$ cat src/rtl/switch_debounce_3ch.sv
// switch_debounce_3ch: three independent switch conditioners.
// Each channel: 2-flop synchroniser -> stability counter -> clean level,
// plus registered press/release strobes and a press-driven toggle.
// All outputs come straight from flops; no input reaches an output
// combinationally.
module switch_debounce_3ch #(
  parameter int DEBOUNCE_LIMIT = 250000
) (
  input  logic       i_Clk,
  input  logic       i_Rst,
  input  logic       i_Switch_A,
  input  logic       i_Switch_B,
  input  logic       i_Switch_C,
  output logic [2:0] o_Clean,
  output logic [2:0] o_Press,
  output logic [2:0] o_Release,
  output logic [2:0] o_Toggle
);

  localparam int CW = $clog2(DEBOUNCE_LIMIT + 1);
  // Terminal count: the counter never goes past this, so it cannot wrap.
  localparam logic [CW-1:0] LIM_M1 = CW'(DEBOUNCE_LIMIT - 1);

  logic [2:0]         pins;
  logic [2:0]         sync1_q;
  logic [2:0]         sync2_q;
  logic [2:0][CW-1:0] cnt_q;
  logic [2:0][CW-1:0] cnt_d;
  logic [2:0]         clean_q;
  logic [2:0]         clean_d;
  logic [2:0]         accept;
  logic [2:0]         press_q;
  logic [2:0]         press_d;
  logic [2:0]         release_q;
  logic [2:0]         release_d;
  logic [2:0]         toggle_q;
  logic [2:0]         toggle_d;

  assign pins = {i_Switch_C, i_Switch_B, i_Switch_A};

  // State register: synchronisers, counters, clean levels and output flops.
  always_ff @(posedge i_Clk) begin
    if (i_Rst) begin
      sync1_q   <= '0;
      sync2_q   <= '0;
      cnt_q     <= '0;
      clean_q   <= '0;
      press_q   <= '0;
      release_q <= '0;
      toggle_q  <= '0;
    end else begin
      sync1_q   <= pins;
      sync2_q   <= sync1_q;
      cnt_q     <= cnt_d;
      clean_q   <= clean_d;
      press_q   <= press_d;
      release_q <= release_d;
      toggle_q  <= toggle_d;
    end
  end

  // Next-state filter: STABLE when sync2 matches clean (counter held at 0),
  // PENDING otherwise; acceptance happens at the terminal count.
  always_comb begin
    cnt_d   = cnt_q;
    clean_d = clean_q;
    accept  = '0;
    for (int n = 0; n < 3; n++) begin
      if (sync2_q[n] == clean_q[n]) begin
        // No change, or a bounce that returned before acceptance.
        cnt_d[n] = '0;
      end else if (cnt_q[n] == LIM_M1) begin
        accept[n]  = 1'b1;
        clean_d[n] = sync2_q[n];
        cnt_d[n]   = '0;
      end else begin
        cnt_d[n] = cnt_q[n] + 1'b1;
      end
    end
  end

  // Output next-state: strobes fire only on the accepting edge; the
  // direction of the accepted level picks press or release, so the two
  // can never be high together on one channel.
  always_comb begin
    press_d   = accept & sync2_q;
    release_d = accept & ~sync2_q;
    toggle_d  = toggle_q ^ (accept & sync2_q);
  end

  assign o_Clean   = clean_q;
  assign o_Press   = press_q;
  assign o_Release = release_q;
  assign o_Toggle  = toggle_q;

endmodule

$ cat config.mk
export PLATFORM = sky130hd
export DESIGN_NAME = switch_debounce_3ch
export DESIGN_NICKNAME = d
export VERILOG_FILES = /design/src/rtl/switch_debounce_3ch.sv
export SDC_FILE = /design/constraint.sdc
export NUM_CORES = 1
export LEC_CHECK = 0
export ABC_AREA = 1
export CORE_ASPECT_RATIO = 2
export CORE_MARGIN = 2
export CORE_UTILIZATION = 35
export DETAILED_ROUTE_END_ITERATION = 6
export PLACE_DENSITY_LB_ADDON = 0.2
export SLEW_MARGIN = 20
export SYNTH_ARGS = -nofsm -noshare
export SYNTH_HDL_FRONTEND = slang
export SYNTH_SLANG_ARGS = --single-unit
$ cat constraint.sdc
create_clock -name i_Clk -period 4.45 [get_ports i_Clk]
set_clock_uncertainty 0.15 [all_clocks]
set_input_delay 1.1125 -clock i_Clk [delete_from_list [all_inputs] [get_ports i_Clk]]
set_output_delay 1.1125 -clock i_Clk [all_outputs]
set_load 0.005 [all_outputs]
# Yosys cells after proc, flatten, opt, wreduce, memory -nomap -nowiden
# Cells that the tools add are included.
[totals]
reg_bits = 72
inputBits = 5
output_inout_bits = 12
wordCells = 39
[classes]
add_sub_neg = 3
eq_ne = 6
mux = 6
bitwise_logic = 7
n_reduce_logical = 6
[op_table]
columns = ["cell", "count"]
rows = [
  ["18-bit by 1-bit adder with 18-bit output (second input constant)", 3],
  ["18-bit equality test (second input constant)", 3],
  ["3-bit OR reduction", 3],
  ["3-bit bitwise AND", 2],
  ["1-bit 2-to-1 mux", 6],
  ["2-bit AND reduction", 3],
  ["1-bit equality test", 3],
  ["1-bit inverter", 3],
  ["3-bit inverter", 1],
  ["3-bit XOR", 1],
]

# Logic depth before layout (Yosys ltp)
# Gate-level depths: netlist of run 1.
[depth]
word_depth = 5
mapped_depth = 10
ltp_nobuf = 10

# Worst setup path after synthesis of run 1
# No wires, ideal clock.
[synth_path]
path_type = "input to register"
startpoint = "input port i_Rst"
endpoint = "register cnt_q[33] in the netlist's numbering"
setup_ns = 0.122
arrival_ns = 1.641
t_required_ns = 4.178
setup_slack_ns = 2.537
stages = 4
n_path_buf = 1
path_cell_list = "clkinv_1 > nand3_2 > buf_6 > a21oi_1"
[synth_via]
elab_chain_cells = 1
[synth_rtl]
columns = ["element", "line_no", "text"]
rows = [
  ["from (decl)", "10", "input logic i_Rst,"],
  ["3-bit OR reduction (no line)", "-", ""],
  ["to (signal assigned)", "54", "cnt_q <= cnt_d;"],
  ["to (decl)", "27", "logic [2:0][CW-1:0] cnt_q;"],
]
# Every way passes these cells.
# A chain may end at the register's enable or synchronous reset.

# Worst setup path in the final report of run 1
[layout_path]
startpoint = "input port i_Rst"
endpoint = "register cnt_q[25] in the netlist's numbering"
# The elaborated chain is that of the path after synthesis.

==> results of run 1 <==
-- critical path, cell delays in order --
cell	delay [ps]
clkdlybuf4s50_1	760
clkinv_1	370
nand3_2	410
a21oi_1	70
-- metrics by stage --
step | instances | hold slack, ps
global placement | 604 | 242.2
detailed placement | 604 | 247.3
finish | 620 | 253.7
floorplan | 488 | 238.3
CTS | 620 | 255.4
global route | 620 | 273.2
-- synthesized netlist by cell type (all sizes together) --
cell    count
nor3b       1
inv        67
xor2       10
o21ai      10
and2        1
nand3b      3
a21oi      28
a31oi       1
clkbuf      1
dfxtp      72
nand2     118
clkinv      1
nor2      101
nand3      27
or2         6
nor3       21
nand4      10
ha          3
xnor2       4
buf         3
-- final cells by class --
type | instances | area share
flip-flops and latches | 72 | 0.3650
inverters | 68 | 0.06464
well taps | 104 | 0.03295
multi-input cells | 344 | 0.4179
repair buffers | 16 | 0.04056
clock inverters | 6 | 0.01838
clock buffers | 10 | 0.06052
-- registers in the layout, indices dropped and copies added (netlist names) --
name       cells
o_Toggle       3
o_Press        3
cnt_q         54
o_Release      3
sync1_q        3
o_Clean        3
sync2_q        3
-- cells by family (layout without fill, tap and decap cells) --
kind of cell             count (synthesis)  count (layout)
AND/OR/NAND/NOR                        288             288
flip-flops                              72              72
buffers and inverters                   72             100
AO/OA/AOI/OAI                           39              39
XOR/XNOR                                14              14
adder cells (fa/ha/maj)                  3               3
-- report_power, final --
| group | total, mW | internal (mW) | switching [mW] | leakage [nW] |
|---|---|---|---|---|
| sequential | 0.650 | 0.648 | 0.00222 | 0.581 |
| clock | 0.757 | 0.458 | 0.299 | 0.156 |
| combinational | 0.0170 | 0.00615 | 0.0108 | 0.624 |
| total | 1.42 | 1.11 | 0.312 | 1.36 |
-- layer usage --
layer	vias up	wire length, µm	track usage
met5	-	0	0
li1	1573	-	-
met4	0	227	0.07943
met1	1390	2956	0.1465
met3	14	179	0.04517
met2	32	4472	0.3163
-- worst min path at each step --
stage | cells after the start | slack, ps | endpoint | start
after floorplan | 2 | 240 | sync2_q[0] | sync1_q[0]
after global placement | 2 | 240 | sync2_q[0] | sync1_q[0]
after detailed placement | 2 | 250 | sync2_q[1] | sync1_q[1]
after CTS | 2 | 260 | sync2_q[1] | sync1_q[1]
after global routing | 2 | 270 | sync2_q[0] | sync1_q[0]
final | 2 | 250 | sync2_q[0] | sync1_q[0]
==> run_results.csv, run 1 <==
group,metric,value,unit
cells_and_area,design_area,0.003949,mm²
logic_synthesis,ys_ff_latch,72,
setup_path,rr_endpoint,"cnt_q[17]",
setup_path,worstPathMaxFanout,18,
cts,cts_resized,0,
power_and_ir_drop,pwr_density_cell,360.6,mW/mm²
setup_path,r2r_slack,2550,ps
job,maxCapViolations,0,
setup_path,r2r_start,"cnt_q[0]",
cts,cts.sinks,72,
run_status,outcome,"completed",
setup_path,setup.worst_path.start,"i_Rst",
place,port_buffers,16,
timing,setup_viol,0,
cells_and_area,final_cell_mix,"nand2_1 (113), nor2_1 (95), dfxtp_1 (72)",
route,drcViolationCount,0,
logic_synthesis,synth_top_area_cell,"dfxtp_1",
logic_synthesis,synth_top_family_by_area,"simple AND/OR/NAND/NOR gates",
route,ant_nets,0,
cells_and_area,mostFrequentLayoutCell,"nand2_1",
route,wl_per_cell,12.64,µm
logic_synthesis,synthAdderAreaFrac,0.01109,
logic_synthesis,avgSynthCellArea,6.935,µm²
worst_hold_path,min_path_type,"reg -> reg",
cts,cts_inserted_buffers,9,
logic_synthesis,synth_mux_area_frac,0,
cts,cts.clk_slew.worst_paths,60,ps
timing,period_minus_slack,2681,ps
logic_synthesis,synth_xor_area_frac,0.03623,
setup_path,rr_worst_depth,8,
global_route,grt_pass1_vias,2952,
place,gp_congestion,0.8053,
logic_synthesis,synth_top_area_share,0.4259,
timing,worst_pin_slew,475.1,ps
cts,holdBufCountCts,0,
setup_path,crit_end,"cnt_q[25]",
cts,cts_buffer_depth,2,
cells_and_area,final-seq-area,0.001441,mm²
global_route,grt_max_degree,19,
timing,drv_slew,0,
logic_synthesis,synth_cells,488,
power_and_ir_drop,p_leak,1.361,nW
floorplanning,core-area,0.009384,mm²
cells_and_area,final_core_util,0.4208,
setup_path,crit_path_end_kind,"flop",
floorplanning,die_h,143.1,µm
route,drt_iter0_drc,81,
route,vias,3009,
cells_and_area,drive_above_1_share,0.08333,
logic_synthesis,synthTopCellsByArea,"dfxtp_1 (43%), nand2_1 (13%), nor2_1 (11%)",
cts,root_buffer,"clkbuf_16",
timing,fmax,373.0,MHz
setup_path,start_kind,"primary input",
timing,post-route-period-util,0.6025,
cts,postCtsSetupBuffers,0,
floorplanning,ios,17,
cells_and_area,multiInputGateArea,0.001650,mm²
place,placed_area,0.003637,mm²
setup_path,cp.required,4510,ps
logic_synthesis,synth.distinct_cells,30,
timing,relSlewSlack,0.6823,
power_and_ir_drop,power.total,1.424,mW
floorplanning,die_area,0.01052,mm²
floorplanning,initial_core_util,0.3607,
route,drt_first_pass_iters,4,
cells_and_area,fill_cells,996,
cts,insertion_delay,340,ps
setup_path,worstSetupPathType,"in -> reg",
timing,setup_slack,1769,ps
cells_and_area,area_delta_synth_final,16.67,%
timing,setup_tns,0,ps
floorplanning,rows,50,
global_route,grt_usage,0.1634,
floorplanning,dieWidth,73.54,µm
global_route,antenna_found_initial,0,
logic_synthesis,synthSimpleGateAreaFrac,0.3800,
power_and_ir_drop,vdd_drop_max,0.2409,mV
place,preCtsSetupSlack,1380,ps
logic_synthesis,synth_warnings,0,
route,via_per_inst,4.853,
timing,rsz0062_at_grt,"no",
logic_synthesis,synth_seq_area_share,0.4259,
global_route,gr-total-overflow,0,
global_route,grt_pass1_wl,13040,µm
cts,htree_levels,3,
setup_path,critPathArrivalTime,2740,ps
logic_synthesis,syn_nets,496,
route,drt_wl_total,7834,µm
place,dp_hpwl,5990,µm
cts,cts_tree,"done",
timing,hold_viol,0,
cells_and_area,antenna_cells,0,
cells_and_area,final_nets,519,
logic_synthesis,syn_area,0.003384,mm²
logic_synthesis,synth-compound-area-share,0.06026,
Note: power is estimated with default switching activity, not from simulation.
==> inputs of run 2 (changes only) <==
==> constraint.sdc (replaced) <==
create_clock -name i_Clk -period 2.3 [get_ports i_Clk]
set_clock_uncertainty 0.15 [all_clocks]
set_input_delay 0.575 -clock i_Clk [delete_from_list [all_inputs] [get_ports i_Clk]]
set_output_delay 0.575 -clock i_Clk [all_outputs]
set_load 0.005 [all_outputs]
==> run 2 against run 1 <==
  * Sequential power increased by 94%
  * First-iteration DRC count increased by 59%
  * Clock-buffer cell count grew 2
  * Die area did not move
  * Critical path type is now reg -> out
  * Largest cell class unchanged
==> run_results.csv, run 2 (synthesized netlist as in run 1, its figures left out) <==
group,metric,value,unit
cts,cts.sinks,72,
timing,period_minus_slack,2002,ps
route,wl_per_cell,11.75,µm
route,drt_iter0_drc,129,
floorplanning,rows,50,
job,maxCapViolations,0,
global_route,antenna_found_initial,0,
setup_path,worst-path-buf-inv,1,
place,port_buffers,16,
floorplanning,dieWidth,73.54,µm
route,via_per_inst,4.812,
setup_path,cp_top_family,"buffers and inverters",
cts,htree_levels,3,
timing,drv_slew,0,
cells_and_area,mostFrequentLayoutCell,"nand2_1",
global_route,grt_max_degree,19,
cts,cts_tree,"done",
worst_hold_path,hold_depth,2,
timing,setup_viol,0,
cts,postCtsSetupBuffers,0,
cts,cts.clk_slew.worst_paths,60,ps
cells_and_area,top_register,"cnt_q",
setup_path,worstSetupPathType,"reg -> out",
route,drt_wl_total,7307,µm
global_route,grt_usage,0.1552,
timing,hold_viol,0,
run_status,outcome,"completed",
setup_path,rr_worst_depth,8,
cts,root_buffer,"clkbuf_16",
power_and_ir_drop,p_leak,1.371,nW
setup_path,r2r_start,"cnt_q[0]",
cells_and_area,antenna_cells,0,
setup_path,r2r_slack,410,ps
floorplanning,ios,17,
timing,worst_pin_slew,385.3,ps
setup_path,cp.required,1570,ps
global_route,gr-total-overflow,0,
global_route,grt_pass1_wl,12690,µm
setup_path,rr_endpoint,"cnt_q[17]",
timing,rsz0062_at_grt,"no",
worst_hold_path,hold_start,"sync1_q[2]",
setup_path,crit_path_cell_trace,"clkdlybuf4s50_1",
place,placed_area,0.003652,mm²
cells_and_area,final_nets,521,
route,drcViolationCount,0,
route,drt_first_pass_iters,5,
cells_and_area,area_delta_synth_final,17.49,%
setup_path,cp_slowest_stage_delay,530,ps
cells_and_area,final_core_util,0.4237,
timing,hold_ws,252.8,ps
setup_path,start_kind,"flop",
route,vias,2993,
timing,post-route-period-util,0.8703,
route,ant_nets,0,
timing,fmax,499.6,MHz
power_and_ir_drop,vdd_drop_max,0.5356,mV
cells_and_area,largest_reg_flops,54,
cts,cts_resized,0,
cells_and_area,final_cell_mix,"nand2_1 (113), nor2_1 (95), dfxtp_1 (72)",
floorplanning,die_area,0.01052,mm²
floorplanning,die_h,143.1,µm
setup_path,crit_path_end_kind,"output pin",
place,dp_hpwl,5559,µm
timing,setup_tns,0,ps
floorplanning,initial_core_util,0.3607,
global_route,grt_pass1_vias,2916,
cells_and_area,drive_above_1_share,0.08301,
place,gp_congestion,0.8782,
cts,cts_buffer_depth,2,
setup_path,cpMaxStageDelayCell,"clkdlybuf4s50_1",
power_and_ir_drop,pwr_density_cell,703.0,mW/mm²
cts,cts_inserted_buffers,9,
timing,relSlewSlack,0.7412,
setup_path,critPathArrivalTime,1280,ps
cells_and_area,design_area,0.003976,mm²
cts,holdBufCountCts,0,
setup_path,worstPathMaxFanout,5,
worst_hold_path,min_to,"sync2_q[2]",
worst_hold_path,min_path_type,"reg -> reg",
cts,insertion_delay,330,ps
floorplanning,core-area,0.009384,mm²
power_and_ir_drop,power.total,2.795,mW
-- run 2: through the flow --
step	setup slack, ps	std cells
after global placement	247.5	606
after global routing	200.5	622
final	298.2	622
after CTS	280.8	622
after detailed placement	239.2	606
after floorplan	750.7	488
-- run 2: area by class of cell --
cell class	instances	area (µm²)
fillers	1003	5408
multi-input cells	344	1650
flip-flops and latches	72	1441
inverters	68	255.2
clock buffers	12	246.5
repair buffers	18	175.2
well taps	104	130.1
clock inverters	4	77.57
-- run 2: how the worst max path moves through the flow --
stage,start,cells past startpoint,endpoint,slack [ps]
final,o_Clean[1],1,o_Clean[1],300
after global routing,cnt_q[0],8,cnt_q[17],200
after CTS,o_Clean[1],1,o_Clean[1],280
after detailed placement,i_Rst,7,cnt_q[51],240
after global placement,i_Rst,7,cnt_q[51],250
after floorplan,cnt_q[36],9,cnt_q[46],750
-- run 2: power by group --
group          switching, mW  leakage [nW]  internal, mW  total, mW
Sequential           0.00400         0.581          1.25       1.26
Combinational         0.0217         0.633        0.0141     0.0359
Clock                  0.518         0.157         0.983       1.50
Total                  0.544          1.37          2.25       2.80
-- run 2: metal layers --
metal / vias to the layer above / track usage / wire length, µm
met5: - / 0 / 0
met2: 43 / 0.2867 / 4059
met1: 1362 / 0.1597 / 2883
met3: 15 / 0.02964 / 196
met4: 0 / 0.07560 / 167
li1: 1573 / - / -
==> inputs of run 3 (changes only) <==
--- a/config.mk
+++ b/config.mk
@@ -5,7 +5,6 @@
 export SDC_FILE = /design/constraint.sdc
 export NUM_CORES = 1
 export LEC_CHECK = 0
-export ABC_AREA = 1
 export CORE_ASPECT_RATIO = 2
 export CORE_MARGIN = 2
 export CORE_UTILIZATION = 35
==> run 3 against run 2 <==
  * Clock-buffer cell count is 1 lower
  * Sequential share of layout area rose by 2.0 points
  * Non-clock buffer count is 10 higher
  * Total power shrank 6.2%
  * Largest power group unchanged
  * Cell area down 5.1%
  * Worst setup slack worse by 23 ps
  * Sequential cell count unchanged
  * Highest routed layer unchanged
  * Sequential power about the same
  * Largest cell class unchanged
  * Critical endpoint is now cnt_q[51]
  * Synthesized cell count decreased by 28%
  * Core utilization increased by 0.062 points
==> run_results.csv, run 3 <==
group,metric,value,unit
run_status,outcome,"completed",
logic_synthesis,syn_area,0.003171,mm²
power_and_ir_drop,p_leak,1.168,nW
setup_path,worstSetupPathType,"reg -> reg",
cts,insertion_delay,330,ps
cts,holdBufCountCts,0,
global_route,use_met1,0.1580,
logic_synthesis,synth_top_family_by_area,"simple AND/OR/NAND/NOR gates",
route,wl_per_cell,14.84,µm
timing,post-route-period-util,0.8802,
cells_and_area,fill_cells,895,
logic_synthesis,async_flop_share,0,
timing,setup_tns,0,ps
floorplanning,rows,49,
cells_and_area,final_core_util,0.4243,
cts,cts.sinks,72,
cts,root_buffer,"clkbuf_16",
cts,cts_buffer_depth,2,
logic_synthesis,ys_ff_latch,72,
logic_synthesis,yosys-top-cells-count,"dfxtp_1 (72), nor2_1 (50), nand3_1 (22)",
cells_and_area,top_register,"cnt_q",
route,via_per_inst,5.305,
logic_synthesis,synthAdderAreaFrac,0.01184,
setup_path,start_kind,"flop",
cells_and_area,final_nets,387,
global_route,grt_pass1_wl,12020,µm
logic_synthesis,synth_mux_area_frac,0,
logic_synthesis,synth-compound-area-share,0.06551,
floorplanning,die_h,138.6,µm
route,drt_wl_total,7213,µm
floorplanning,ios,17,
cts,cts_resized,0,
place,port_buffers,16,
power_and_ir_drop,p_sw_frac,0.2108,
timing,setup_slack,275.6,ps
route,drt_first_pass_iters,4,
cells_and_area,final_cell_mix,"dfxtp_1 (72), nor2_1 (50), nand3_1 (22)",
setup_path,cp.required,2410,ps
logic_synthesis,synthTopCellsByArea,"dfxtp_1 (45%), nor2_1 (5.9%), xnor2_1 (5.8%)",
cells_and_area,drive_above_1_share,0.08854,
logic_synthesis,syn_nets,361,
logic_synthesis,synth_cells,353,
logic_synthesis,synth.distinct_cells,43,
place,dp_hpwl,5390,µm
logic_synthesis,synth_top_area_cell,"dfxtp_1",
worst_hold_path,min_path_type,"reg -> reg",
global_route,gr-usage-met3,0.03343,
place,preCtsSetupSlack,107.7,ps
setup_path,crit_path_end_kind,"flop",
power_and_ir_drop,p_seq_frac,0.483,
cts,cts.clk_slew.worst_paths,50,ps
floorplanning,core-area,0.008890,mm²
cts,cts_tree,"done",
job,maxCapViolations,0,
cts,htree_levels,3,
timing,setup_viol,0,
logic_synthesis,synth_seq_area_share,0.4546,
power_and_ir_drop,p_comb_frac,0.019,
route,drcViolationCount,0,
global_route,gr-max-usage-layer,"met2",
route,ant_nets,0,
floorplanning,dieWidth,71.30,µm
place,gp_congestion,0.8661,
cells_and_area,multiInputGateArea,0.001642,mm²
logic_synthesis,synth_edf_count,0,
cells_and_area,antenna_cells,0,
global_route,use_met2,0.2783,
logic_synthesis,synthFlopType,"dfxtp_1",
global_route,grt_max_degree,18,
logic_synthesis,synth_most_common_cell,"dfxtp_1",
logic_synthesis,synth_xor_area_frac,0.1133,
floorplanning,initial_core_util,0.3567,
power_and_ir_drop,vdd_drop_max,0.4238,mV
timing,worst_pin_slew,481.0,ps
cells_and_area,mostFrequentLayoutCell,"dfxtp_1",
timing,period_minus_slack,2024,ps
logic_synthesis,synthSimpleGateAreaFrac,0.3272,
global_route,grt_usage,0.1542,
global_route,gr-total-overflow,0,
cells_and_area,area_delta_synth_final,18.98,%
setup_path,worstPathMaxFanout,7,
cells_and_area,largest_reg_flops,54,
floorplanning,die_area,0.009882,mm²
timing,hold_viol,0,
timing,fmax,494.0,MHz
logic_synthesis,avgSynthCellArea,8.982,µm²
cts,postCtsSetupBuffers,0,
power_and_ir_drop,power.total,2.621,mW
cts,cts_inserted_buffers,9,
cells_and_area,final-seq-area,0.001441,mm²
route,drt_iter0_drc,74,
power_and_ir_drop,pwr_density_cell,694.9,mW/mm²
power_and_ir_drop,internal_power,2.069,mW
logic_synthesis,synth_warnings,0,
logic_synthesis,synth_top_area_share,0.4546,
global_route,antenna_found_initial,0,
route,vias,2578,
power_and_ir_drop,power.switching,0.5525,mW
timing,drv_slew,0,
global_route,grt_pass1_vias,2615,
power_and_ir_drop,clkPwrFrac,0.498,
timing,rsz0062_at_grt,"no",
timing,relSlewSlack,0.6764,
setup_path,critPathArrivalTime,2130,ps
[run 3: cell count changes after synthesis, sizes merged, moves of 7 or more]
cell,change
a21oi,-15
inv,-63
nand2,-101
nand4,+9
nor2,-51
nor2b,+7
nor3,-9
nor4,+10
xnor2,+17
xor2,+10
[run 3: cell type report]
| class | count | share of cell area |
|---|---|---|
| Tap cell | 102 | 0.03383 |
| Inverter | 4 | 0.003980 |
| Sequential cell | 72 | 0.3821 |
| Multi-Input combinational cell | 264 | 0.4352 |
| Clock buffer | 11 | 0.06700 |
| Clock inverter | 5 | 0.008292 |
| Timing Repair Buffer | 28 | 0.06965 |
[run 3: power by group through the flow]
stage / Clock [mW] / Sequential (mW) / Combinational, mW
final: 1.31 / 1.27 / 0.0507
after global routing: 1.40 / 1.27 / 0.0554
after floorplan: 0 / 1.29 / 0.0247
after global placement: 0 / 1.29 / 0.0511
after detailed placement: 0 / 1.29 / 0.0513
after CTS: 1.34 / 1.27 / 0.0517
[run 3: per-layer routing]
metal  wire length, µm  part of all wire
met1              2880              0.40
met5                 0                 0
met2              3965              0.55
met3               163             0.023
met4               203             0.028
[run 3: metrics by stage]
stage | hold slack [ps] | instance area [µm²] | cells
2_1_floorplan | 263.8 | 3171 | 353
3_3_place_gp | 270.3 | 3488 | 470
3_5_place_dp | 284.3 | 3488 | 470
4_1_cts | 297.5 | 3772 | 486
5_1_grt | 308.2 | 3772 | 486
6_report | 290.8 | 3772 | 486
[run 3: final timing paths]
path / start / end / slack, ps / cells after the start
max: cnt_q[39] / cnt_q[51] / 280 / 4
min: sync1_q[2] / sync2_q[2] / 290 / 1
max reg2reg: cnt_q[39] / cnt_q[51] / 280 / 4
min reg2reg: sync1_q[2] / sync2_q[2] / 290 / 1
[run 3: critical path: stages, from the launching register on]
cell and delay (ps):
dfxtp_1 430, and4_1 360, nand4_1 300, or4b_1 570
a21oi_1 140
[run 3: cell families (layout without fill, tap and decap cells)]
kind of cell / count (synthesis) / in the layout
AO/OA/AOI/OAI: 31 / 31
XOR/XNOR: 41 / 41
adder cells (fa/ha/maj): 3 / 3
buffers and inverters: 17 / 48
flip-flops: 72 / 72
AND/OR/NAND/NOR: 189 / 189
